[src/rtl/wb_arb_pkg.sv]
// Shared constants, FSM encoding and helpers for the Wishbone round-robin arbiter.
package wb_arb_pkg;

  localparam int NUM_M = 4;
  localparam int IDX_W = 2;
  localparam int CNT_W = 16;

  typedef enum logic [1:0] {
    ST_IDLE  = 2'd0,
    ST_OWN   = 2'd1,
    ST_ABORT = 2'd2
  } arb_state_t;

  function automatic logic [IDX_W-1:0] onehot_idx(input logic [NUM_M-1:0] oh);
    onehot_idx = '0;
    for (int i = 0; i < NUM_M; i++) begin
      if (oh[i]) onehot_idx = IDX_W'(i);
    end
  endfunction

endpackage

[src/rtl/wb_rr_arbiter_if.sv]
// Bus bundle between four Wishbone masters, the arbiter and one shared slave.
// Handshake: a master holds m_cyc_i for its whole bus cycle; a beat completes on a
// cycle where the owner has m_stb_i high and the slave returns s_ack_i (ack forwarded only to the owner).
interface wb_rr_arbiter_if #(
  parameter int dw = 32,
  parameter int aw = 32
);
  logic [3:0]        m_cyc_i;
  logic [3:0]        m_stb_i;
  logic [3:0]        m_we_i;
  logic [4*aw-1:0]   m_adr_i;
  logic [4*dw-1:0]   m_dat_i;
  logic [4*dw/8-1:0] m_sel_i;
  logic [dw-1:0]     m_dat_o;
  logic [3:0]        m_ack_o;
  logic [3:0]        m_err_o;
  logic              s_cyc_o;
  logic              s_stb_o;
  logic              s_we_o;
  logic [aw-1:0]     s_adr_o;
  logic [dw-1:0]     s_dat_o;
  logic [dw/8-1:0]   s_sel_o;
  logic [dw-1:0]     s_dat_i;
  logic              s_ack_i;
  logic [3:0]        grant_o;

  // Arbiter's view.
  modport slave (
    input  m_cyc_i, m_stb_i, m_we_i, m_adr_i, m_dat_i, m_sel_i, s_dat_i, s_ack_i,
    output m_dat_o, m_ack_o, m_err_o, s_cyc_o, s_stb_o, s_we_o, s_adr_o, s_dat_o,
           s_sel_o, grant_o
  );

  // Environment's view: the masters plus the shared slave device.
  modport master (
    output m_cyc_i, m_stb_i, m_we_i, m_adr_i, m_dat_i, m_sel_i, s_dat_i, s_ack_i,
    input  m_dat_o, m_ack_o, m_err_o, s_cyc_o, s_stb_o, s_we_o, s_adr_o, s_dat_o,
           s_sel_o, grant_o
  );
endinterface

[src/rtl/rr_pick.sv]
// Combinational round-robin picker: first set request scanning upward from ptr.
module rr_pick
  import wb_arb_pkg::*;
(
  input  logic [NUM_M-1:0] req,
  input  logic [IDX_W-1:0] ptr,
  output logic [NUM_M-1:0] gnt
);

  logic [IDX_W-1:0] idx;

  // Scan from farthest to nearest so the nearest requester is assigned last and wins.
  always_comb begin
    gnt = '0;
    idx = '0;
    for (int k = NUM_M - 1; k >= 0; k--) begin
      idx = ptr + IDX_W'(k);
      if (req[idx]) begin
        gnt      = '0;
        gnt[idx] = 1'b1;
      end
    end
  end

endmodule

[src/rtl/wb_rr_arbiter.sv]
// Four-master Wishbone round-robin arbiter with registered one-hot grant.
// Define WB_ARB_TIMEOUT_EN to add the unacknowledged-strobe watchdog and ABORT state.
module wb_rr_arbiter
  import wb_arb_pkg::*;
#(
  parameter int dw      = 32,
  parameter int aw      = 32,
  parameter int timeout = 255
) (
  input  logic            clk,
  input  logic            rst,
  wb_rr_arbiter_if.slave  bus,
  output arb_state_t      state_o
);

  localparam int SW = dw / 8;
  localparam logic [CNT_W-1:0] TO_LAST = CNT_W'(timeout - 1);

  arb_state_t       state, state_nxt;
  logic [NUM_M-1:0] grant, grant_nxt, win;
  logic [IDX_W-1:0] owner, owner_nxt, ptr, ptr_nxt;
  logic             owner_cyc, owner_stb, arbitrate, slave_live;

  rr_pick u_pick (
    .req (bus.m_cyc_i),
    .ptr (ptr),
    .gnt (win)
  );

  assign owner_cyc = bus.m_cyc_i[owner];
  assign owner_stb = bus.m_stb_i[owner];
  // The owner releasing cyc frees the bus in both OWN and ABORT.
  assign arbitrate = (state == ST_IDLE) || !owner_cyc;

`ifdef WB_ARB_TIMEOUT_EN
  logic [CNT_W-1:0] cnt, cnt_nxt;
  logic             err_q, timeout_hit;

  assign timeout_hit = (state == ST_OWN) && owner_stb && !bus.s_ack_i && (cnt == TO_LAST);

  always_comb begin
    cnt_nxt = '0;
    if (!arbitrate && (state == ST_OWN) && owner_stb && !bus.s_ack_i) cnt_nxt = cnt + 1'b1;
  end

  always_ff @(posedge clk or negedge rst) begin
    if (!rst) begin
      cnt   <= '0;
      err_q <= 1'b0;
    end else begin
      cnt   <= cnt_nxt;
      err_q <= (state_nxt == ST_ABORT) && (state != ST_ABORT);
    end
  end

  assign bus.m_err_o = grant & {NUM_M{err_q}};
`else
  assign bus.m_err_o = '0;
`endif

  always_comb begin
    state_nxt = state;
    grant_nxt = grant;
    owner_nxt = owner;
    ptr_nxt   = ptr;
    if (arbitrate) begin
      if (|bus.m_cyc_i) begin
        state_nxt = ST_OWN;
        grant_nxt = win;
        owner_nxt = onehot_idx(win);
        ptr_nxt   = onehot_idx(win) + IDX_W'(1);
      end else begin
        state_nxt = ST_IDLE;
        grant_nxt = '0;
      end
    end
`ifdef WB_ARB_TIMEOUT_EN
    else if (timeout_hit) begin
      state_nxt = ST_ABORT;
    end
`endif
  end

  always_ff @(posedge clk or negedge rst) begin
    if (!rst) begin
      state <= ST_IDLE;
      grant <= '0;
      owner <= '0;
      ptr   <= '0;
    end else begin
      state <= state_nxt;
      grant <= grant_nxt;
      owner <= owner_nxt;
      ptr   <= ptr_nxt;
    end
  end

  assign slave_live  = (state != ST_ABORT);
  assign state_o     = state;
  assign bus.grant_o = grant;

  assign bus.s_cyc_o = (|(bus.m_cyc_i & grant)) && slave_live;
  assign bus.s_stb_o = (|(bus.m_stb_i & grant)) && slave_live;
  assign bus.s_we_o  = bus.m_we_i[owner];
  assign bus.s_adr_o = bus.m_adr_i[int'(owner)*aw +: aw];
  assign bus.s_dat_o = bus.m_dat_i[int'(owner)*dw +: dw];
  assign bus.s_sel_o = bus.m_sel_i[int'(owner)*SW +: SW];

  assign bus.m_ack_o = grant & {NUM_M{bus.s_ack_i}};
  assign bus.m_dat_o = bus.s_dat_i;

endmodule

[src/flat_wrapper.sv]
// flat-port wrapper written by rule: the top's interface ports become plain ports
module wb_rr_arbiter_flat import wb_arb_pkg::*;
#(
  parameter int dw      = 32,
  parameter int aw      = 32,
  parameter int timeout = 255
)
  (clk, rst, state_o, bus_m_cyc_i, bus_m_stb_i, bus_m_we_i, bus_m_adr_i, bus_m_dat_i, bus_m_sel_i, bus_s_dat_i, bus_s_ack_i, bus_m_dat_o, bus_m_ack_o, bus_m_err_o, bus_s_cyc_o, bus_s_stb_o, bus_s_we_o, bus_s_adr_o, bus_s_dat_o, bus_s_sel_o, bus_grant_o);
  wb_rr_arbiter_if #(.dw(dw), .aw(aw)) bus_i ();
  input  logic clk;
  input  logic rst;
  output arb_state_t state_o;
  input wire logic [$bits(bus_i.m_cyc_i)-1:0] bus_m_cyc_i;
  input wire logic [$bits(bus_i.m_stb_i)-1:0] bus_m_stb_i;
  input wire logic [$bits(bus_i.m_we_i)-1:0] bus_m_we_i;
  input wire logic [$bits(bus_i.m_adr_i)-1:0] bus_m_adr_i;
  input wire logic [$bits(bus_i.m_dat_i)-1:0] bus_m_dat_i;
  input wire logic [$bits(bus_i.m_sel_i)-1:0] bus_m_sel_i;
  input wire logic [$bits(bus_i.s_dat_i)-1:0] bus_s_dat_i;
  input wire logic [$bits(bus_i.s_ack_i)-1:0] bus_s_ack_i;
  output wire logic [$bits(bus_i.m_dat_o)-1:0] bus_m_dat_o;
  output wire logic [$bits(bus_i.m_ack_o)-1:0] bus_m_ack_o;
  output wire logic [$bits(bus_i.m_err_o)-1:0] bus_m_err_o;
  output wire logic [$bits(bus_i.s_cyc_o)-1:0] bus_s_cyc_o;
  output wire logic [$bits(bus_i.s_stb_o)-1:0] bus_s_stb_o;
  output wire logic [$bits(bus_i.s_we_o)-1:0] bus_s_we_o;
  output wire logic [$bits(bus_i.s_adr_o)-1:0] bus_s_adr_o;
  output wire logic [$bits(bus_i.s_dat_o)-1:0] bus_s_dat_o;
  output wire logic [$bits(bus_i.s_sel_o)-1:0] bus_s_sel_o;
  output wire logic [$bits(bus_i.grant_o)-1:0] bus_grant_o;
  assign bus_i.m_cyc_i = bus_m_cyc_i;
  assign bus_i.m_stb_i = bus_m_stb_i;
  assign bus_i.m_we_i = bus_m_we_i;
  assign bus_i.m_adr_i = bus_m_adr_i;
  assign bus_i.m_dat_i = bus_m_dat_i;
  assign bus_i.m_sel_i = bus_m_sel_i;
  assign bus_i.s_dat_i = bus_s_dat_i;
  assign bus_i.s_ack_i = bus_s_ack_i;
  assign bus_m_dat_o = bus_i.m_dat_o;
  assign bus_m_ack_o = bus_i.m_ack_o;
  assign bus_m_err_o = bus_i.m_err_o;
  assign bus_s_cyc_o = bus_i.s_cyc_o;
  assign bus_s_stb_o = bus_i.s_stb_o;
  assign bus_s_we_o = bus_i.s_we_o;
  assign bus_s_adr_o = bus_i.s_adr_o;
  assign bus_s_dat_o = bus_i.s_dat_o;
  assign bus_s_sel_o = bus_i.s_sel_o;
  assign bus_grant_o = bus_i.grant_o;
  wb_rr_arbiter #(.dw(dw), .aw(aw), .timeout(timeout)) u_core (.clk(clk), .rst(rst), .bus(bus_i), .state_o(state_o));
endmodule
[config.mk]
export PLATFORM = sky130hd
export DESIGN_NAME = wb_rr_arbiter_flat
export DESIGN_NICKNAME = d
export VERILOG_FILES = /design/src/rtl/wb_arb_pkg.sv /design/src/rtl/wb_rr_arbiter_if.sv /design/src/rtl/rr_pick.sv /design/src/rtl/wb_rr_arbiter.sv /design/src/flat_wrapper.sv
export SDC_FILE = /design/constraint.sdc
export NUM_CORES = 1
export LEC_CHECK = 0
export BUFFER_PORTS_ARGS = -buffer_cell sky130_fd_sc_hd__buf_2
export CAP_MARGIN = 20
export CORE_AREA = 2 2 172 174
export DETAILED_ROUTE_END_ITERATION = 7
export DIE_AREA = 0 0 174 176
export MAX_ROUTING_LAYER = met4
export PLACE_DENSITY = 0.31
export SKIP_LAST_GASP = 1
export SYNTH_ARGS = -nofsm -noshare
export SYNTH_HDL_FRONTEND = slang
export SYNTH_SLANG_ARGS = --single-unit
[constraint.sdc]
create_clock -name clk -period 2.65 [get_ports clk]
set_input_delay 0.265 -clock clk [delete_from_list [all_inputs] [get_ports clk]]
set_output_delay 0.265 -clock clk [all_outputs]
set_load 0.03 [all_outputs]
# Yosys cells after proc, flatten, opt, wreduce, memory -nomap -nowiden
# Index checks and enable logic that the tools add are counted.
# totals
register_bits	10
latch_bits	0
mem_bits_rw	0
romBits	0
in_bits	319
out_inout_bits	117
n_memories	0
# classes
n_addsub	4
n_mul	0
div	0
n_lt_le_gt_ge	9
n_eq_ne	1
n_shift	3
muxes	31
bitwise	3
n_reduce_logical	13
# op_table
cell	n
128-bit by 8-bit indexed part select with 32-bit output	2
4-bit 2-to-1 mux	5
16-bit by 5-bit indexed part select with 4-bit output	1
2-bit by 3-bit < comparator with 1-bit output, second input constant	5
4-bit AND	3
1-bit binary-select mux with 2-bit select	6
1-bit 2-to-1 mux	12
4-bit OR reduction	3
1-bit demux with 2-bit select	4
2-bit by 1-bit >= comparator with 1-bit output, second input constant	4
2-bit 2-to-1 mux	4
1-bit logical AND	6
2-bit by 1-bit adder with 2-bit output, second input constant	2
2-bit adder, second input constant	2
2-bit logical NOT	1
2-bit != test, second input constant	1
2-bit AND reduction	1
1-bit logical NOT	1
1-bit logical OR	1

# Depth between registers and ports, before layout
# Gate-level depths: netlist (run 1).
# depth
depth_word	15
depth_mapped	8

# Modules after synthesis
# From an unflattened synthesis (run 1), not the netlist that was laid out.
# unflattened
cells_unflattened	225
area_unflattened_um2	2852.7
# by_module_without_submodules
mod	n_inst	cells_per_inst	area_each_um2
wb_rr_arbiter	1	178	2439.8
rr_pick	1	47	412.9

# Worst setup path after synthesis (run 1)
# Ideal clock, no wire load.
# synth_timing
path_kind	reg2reg
startpoint	register u_core.ptr[0]
endpoint	register u_core.ptr[0]
t_arrival_ns	2.297
t_required_ns	2.532
path_slack_ns	0.234
stages_incl_launch_ff	9
path_buffers	1
period_less_slack_ns	2.416
path_cell_list	dfrtp_1 -> buf_6 -> inv_1 -> ha_1 -> mux4_1 -> nor2b_1 -> a222oi_1 -> a211oi_1 -> a21o_1
# synth_between
elab_chain_cells	15
elab_cells_between_ends	41
# synth_lines
element	line	text
from (decl)	wb_rr_arbiter.sv:21	logic [IDX_W-1:0] owner, owner_nxt, ptr, ptr_nxt;
from (signal assigned)	wb_rr_arbiter.sv:94	ptr <= ptr_nxt;
2-bit adder	rr_pick.sv:17	idx = ptr + IDX_W'(k);
2-bit by 3-bit < comparator with 1-bit output (not written as such) / 2-bit by 1-bit >= comparator with 1-bit output (equally long branches)	rr_pick.sv:20	gnt[idx] = 1'b1;
1-bit logical AND (not written as such)	rr_pick.sv:20	
1-bit 2-to-1 mux (not written as such)	rr_pick.sv:20	
1-bit demux with 2-bit select	rr_pick.sv:20	
4-bit 2-to-1 mux (3 in a row)	rr_pick.sv:18	if (req[idx]) begin
4-bit 2-to-1 mux (*)	rr_pick.sv:18	
1-bit 2-to-1 mux	wb_arb_pkg.sv:17	if (oh[i]) onehot_idx = IDX_W'(i);
2-bit 2-to-1 mux	wb_arb_pkg.sv:17	
2-bit 2-to-1 mux (*)	wb_arb_pkg.sv:17	
2-bit 2-to-1 mux (*)	wb_rr_arbiter.sv:67	if (|bus.m_cyc_i) begin
2-bit 2-to-1 mux (*)	wb_rr_arbiter.sv:66	if (arbitrate) begin
2-bit by 1-bit adder with 2-bit output (*)	wb_rr_arbiter.sv:71	ptr_nxt = onehot_idx(win) + IDX_W'(1);
# Mark *: on every way between the ends. The rest lies on a longest branch, timed or not. The select of a mux whose other input is x is not followed.
# A chain may end at the register's enable or synchronous reset.

# Worst setup path in the final report (run 1)
# layout_timing
startpoint	register u_core.ptr[1]
endpoint	register u_core.ptr[1]
# The elaborated chain is that of the path after synthesis.

==> results.cfg, run 1 <==
[yosys]
synth_most_common_cell = mux4_2
synth_area_leaders = mux4_2, buf_4, dfrtp_1
yosysTopAreaCell = mux4_2
synth-seq-cells = 9
synthCells = 193
synth_area_um2 = 2670
synth_cell_types = 31
avgSynthCellArea_um2 = 13.8
async_flop_share_pct = 100
synth_ff_type = dfrtp_1
synth-edff-count = 0
yosysWarnings = 0
synth.top_cell.area_share_pct = 60.7
synth_common_cells = mux4_2, buf_4, dfrtp_1
yosysSeqAreaShare_pct = 8.43

[clocking]
ctsHtreeMaxLevel = 1
cts_tree = yes
clock_sinks = 9
clk_pin_slew_ns = 0.04
clk_latency_ns = 0.23
clock_path_buffers = 2
cts-root-buf = clkbuf_16
post_cts_buffers = 0
cts_buffers = 3

[global_route]
grt_usage_pct = 9.33
grt_use_met2_pct = 16.6
grt_max_degree = 60
antenna_found_initial = 1
grt.busiest_layer = met2
grt.met3_usage_pct = 1.92
grt_pass1_vias = 3351
gr-total-overflow = 0
grt_pass1_wl_um = 21300
use_met1_pct = 11.3

[critical_path]
critical_path_required_ns = 2.78
max_stage_delay_ns = 0.66
cp-start-kind = flip-flop
arrival_ns = 2.56
crit_fanout = 6
critical_path_buf_inv_count = 2
cpMaxStageDelayCell = mux4_1
critical_path_class = reg2reg
critPathCaptureType = flip-flop
critical-path-top-delay-family = multiplexers
path_cells = inv_1 > ha_1 > mux4_1 > nor2b_1 > a222oi_1 > buf_4 > nor2_1 > o31ai_1

[finish]
final_cells = 906
drive_gt1_share_pct = 87.7
nNetsFinal = 846
syn_to_final_growth_pct = 80.7
final_area_um2 = 4830

[job]
drv_cap = 0

[die]
row_count = 62
die_area_um2 = 30600
die_y_um = 176
die_w_um = 174
start_util_pct = 9.36
core-area_um2 = 28500
ioPinCount = 436

[drt]
vias_per_cell = 3.52
vias = 3185
antenna_left = 0
wirelength_um = 15300
drc = 0
wl_per_cell_um = 16.8
first_iter_violations = 109
dr.pass1.iters = 4

[timing]
final_hold_viol_count = 0
setup_viol = 0
finalMaxSlewViolations = 0
holdWs_ns = 0.350
fin_tns_setup_ns = 0
rsz0062_at_grt = no
final.setup_skew_ns = 0.000723
fin_crit_ns = 2.44
max_freq_ghz = 0.410
period_share_pct = 92.0

[place]
dp.cells = 900
dp_hpwl_um = 13500
placed_area_um2 = 4730
portBuffers = 366
gp_congestion = 0.765

[power]
ir_drop_uv = 535
power_density_nw_per_um2 = 1110
leakagePower_nw = 2.33

[worst_hold_path]
holdCritPathClass = in2reg

[status]
run_status = completed
[worst reg2reg max path: cells and delay by family (launching register included)]
kind	cells	cell delay [ns]
mux	1	0.66
compound gates	2	0.52
flops	1	0.33
simple gates	2	0.26
fa+ha+maj	1	0.30
buf+inv	2	0.26
[stage by stage]
stage          worst slack [ns]  total power (W)  utilization [%]
6_report                  0.212          0.00536             16.9
3_3_place_gp              0.179          0.00522             16.6
2_1_floorplan             0.234          0.00387                -
4_1_cts                   0.174          0.00546             16.9
5_1_grt                  0.0380          0.00571             16.9
3_5_place_dp              0.189          0.00518             16.6
[state kept, by name, summed over array words and instances (netlist names)]
signal              cells
u_core.ptr              2
u_core.state_o          1
u_core.owner            2
u_core.bus.grant_o      4
[final timing paths]
path	start	to	slack [ns]	cells after the start
worst max-delay path	u_core.ptr[1]	u_core.ptr[1]	0.21	8
worst min-delay path	bus_m_cyc_i[3]	u_core.state_o[0]	0.35	2
worst max register to register	u_core.ptr[1]	u_core.ptr[1]	0.21	8
worst min register to register	u_core.bus.grant_o[3]	u_core.bus.grant_o[3]	0.62	1
max in group asynchronous	rst	u_core.owner[1]	2.01	2
min in group asynchronous	rst	u_core.bus.grant_o[1]	0.42	2
[metal layers]
| layer | vias up | wire length (um) |
|---|---|---|
| met3 | 13 | 1140 |
| met4 | 0 | 98 |
| met2 | 189 | 7930 |
| met5 | - | 0 |
| met1 | 1536 | 6100 |
| li1 | 1447 | - |
[cell type report]
cell class	instances	area (um2)
sequential	9	233
tap	384	480
inverter	7	26.3
multi-input combinational	126	2070
antenna	1	2.50
timing repair buffer	375	1940
clock buffer	4	78.8
fill	3272	23700
[timing repair]
item	4_1_cts	5_1_grt
hold buffers	1	0
resized for setup	0	0
hold endpoints to repair	9	0
[cell usage in the layout, fill, tap and decap left out]
cell           count
o31ai_1            1
ha_1               5
nand2_1            7
o221ai_1           1
nor3b_1            1
nand3b_1           2
buf_2            366
inv_1              7
o21ai_1            1
a211o_1            1
diode_2            1
mux4_1             2
dfrtp_1            7
nor2_1             2
dfrtp_4            2
clkbuf_1           1
buf_4              5
mux2_2             4
conb_1             5
a222oi_1           3
a22oi_1            4
nor2b_1            1
clkbuf_16          3
a211oi_1           4
buf_12             3
or4_1              1
a21o_1             1
mux4_2            72
dlygate4sd3_1      1
a21oi_1            1
nand3b_4           1
o221a_2            1
nand2b_1           1
and2_1             4
[where the power goes]
group	total (W)	switching, W	internal [W]
sequential	0.000345	0.000129	0.000217
combinational	0.00474	0.00276	0.00198
clock	0.000271	0.0000693	0.000202
[cells by family after synthesis]
group           after synthesis  share of synthesized area (%)
simple gates                 20                           4.54
other cells                   1                          0.140
compound gates               18                           5.39
mux                          78                           64.4
buf+inv                      62                           14.8
fa+ha+maj                     5                           2.34
flops                         9                           8.43
No activity file was read; power rests on OpenSTA's default activity.
==> run 2, diff against run 1 <==
==> constraint.sdc (replaced) <==
create_clock -name clk -period 2.65 [get_ports clk]
set_input_delay 0.265 -clock clk [delete_from_list [all_inputs] [get_ports clk]]
set_output_delay 0.265 -clock clk [all_outputs]
set_load 0.02 [all_outputs]
==> run 2 against run 1 <==
Via count is 1.2% higher. Sequential power is 3% lower. Core utilization hardly changed. Fmax is 1.3% lower. Clock skew is 0.00097 ns higher. Non-clock buffer count is 1 higher. Global-route usage is 0.23 points lower. Flip-flop and latch count stayed put. Register-to-register slack worse by 0.03 ns. Combinational power is 10% lower. Count of clock-buffer cells in the layout stayed put. Cell count is 0.22% higher. Largest cell class unchanged. Highest routed layer unchanged.
==> results.cfg, run 2 (synthesis results as in run 1) <==
[status]
run_status = completed

[drt]
vias_per_cell = 3.55
vias = 3222
antenna_left = 0
dr.pass1.iters = 4
drc = 0
wirelength_um = 15100
wl_per_cell_um = 16.6
first_iter_violations = 135

[global_route]
use_met1_pct = 11.1
antenna_found_initial = 2
grt.met3_usage_pct = 1.98
grt_pass1_vias = 3329
grt_usage_pct = 9.10
gr-total-overflow = 0
grt_use_met2_pct = 16.1
grt_max_degree = 39
grt_pass1_wl_um = 20800
grt.busiest_layer = met2

[finish]
final_area_um2 = 4840
seqCellArea_um2 = 233
layout_common_cells = buf_2, mux4_2, inv_1, nand2_1, dfrtp_1
post-route-util_pct = 16.9
largest_reg_flops = 4
syn_to_final_growth_pct = 81.0
final_common_cell = buf_2
drive_gt1_share_pct = 87.7
nNetsFinal = 847
fill_cells = 3270
multi_input_area_um2 = 2070

[critical_path]
cp-start-kind = flip-flop
r2r_slack_ns = 0.18
crit_fanout = 6
critical-path-top-delay-family = multiplexers
cpMaxStageDelayCell = mux4_1
path_cells = inv_1 > ha_1 > mux4_1 > nor2b_1 > a222oi_1 > buf_4 > nor2_1 > o31ai_1
critical_path_required_ns = 2.77
max_stage_delay_ns = 0.68
critical_path_class = reg2reg
critPathCaptureType = flip-flop
arrival_ns = 2.59
critical_path_buf_inv_count = 2

[die]
die_area_um2 = 30600
die_w_um = 174
die_y_um = 176
ioPinCount = 436
row_count = 62
core-area_um2 = 28500
start_util_pct = 9.36

[timing]
fin_crit_ns = 2.47
period_share_pct = 93.2
finalMaxSlewViolations = 0
setup_viol = 0
rsz0062_at_grt = no
final.setup_skew_ns = 0.00169
fin_tns_setup_ns = 0
final_hold_viol_count = 0
max_freq_ghz = 0.405

[clocking]
clk_pin_slew_ns = 0.04
cts-root-buf = clkbuf_16
cts_buffers = 3
ctsHtreeMaxLevel = 1
clock_path_buffers = 2
cts_tree = yes
clock_sinks = 9
clk_latency_ns = 0.23

[job]
drv_cap = 0

[place]
gp_congestion = 0.775
placed_area_um2 = 4740
dp_hpwl_um = 13500
portBuffers = 366

[power]
ir_drop_uv = 430
power_density_nw_per_um2 = 1000
total_power_w = 0.00485
leakagePower_nw = 2.34

[worst_hold_path]
holdCritPathClass = in2reg
run 2: worst reg2reg max path, stage by stage, from the launching register on:
cell and delay (ns):
dfrtp_1 0.34, inv_1 0.08, ha_1 0.31, mux4_1 0.68
nor2b_1 0.22, a222oi_1 0.26, buf_4 0.19, nor2_1 0.04
o31ai_1 0.25
run 2: repair_timing:
action	4_1_cts	5_1_grt
endpoints found under the hold margin	9	0
hold buffers	1	0
resized for setup	0	0
setup buffers	0	0
run 2: area by class of cell:
cell class              instances  share of cell area, %
clock buffers                   4                   1.63
inverters                       7                  0.543
flip-flops and latches          9                   4.81
multi-input cells             126                   42.7
well taps                     384                   9.94
repair buffers                376                   40.3
diodes                          2                  0.103
run 2: path summary, 6_finish.rpt:
| path | start | endpoint | cells past startpoint |
|---|---|---|---|
| min in group asynchronous | rst | u_core.bus.grant_o[0] | 2 |
| hold / removal | bus_m_cyc_i[3] | u_core.state_o[0] | 2 |
| hold reg to reg | u_core.bus.grant_o[1] | u_core.bus.grant_o[1] | 1 |
| setup / recovery | u_core.ptr[1] | u_core.ptr[1] | 8 |
| max in group asynchronous | rst | u_core.owner[0] | 2 |
| setup reg to reg | u_core.ptr[1] | u_core.ptr[1] | 8 |
run 2: metal layers:
| layer | vias up | wire length (um) |
|---|---|---|
| met4 | 0 | 73 |
| li1 | 1450 | - |
| met5 | - | 0 |
| met1 | 1579 | 5980 |
| met2 | 185 | 7820 |
| met3 | 8 | 1190 |
run 2: power breakdown:
part / total (W) / switching [W] / internal, W
Clock: 0.000266 / 0.0000647 / 0.000201
Combinational: 0.00425 / 0.00227 / 0.00198
Sequential: 0.000333 / 0.000116 / 0.000217
run 2: per-stage QoR:
stage / instances / setup WS [ns] / hold slack (ns)
2_1_floorplan: 197 / 0.234 / -0.0306
3_3_place_gp: 901 / 0.168 / 0.143
3_5_place_dp: 901 / 0.162 / 0.139
4_1_cts: 906 / 0.144 / 0.358
5_1_grt: 908 / 0.00709 / 0.385
6_report: 908 / 0.180 / 0.355
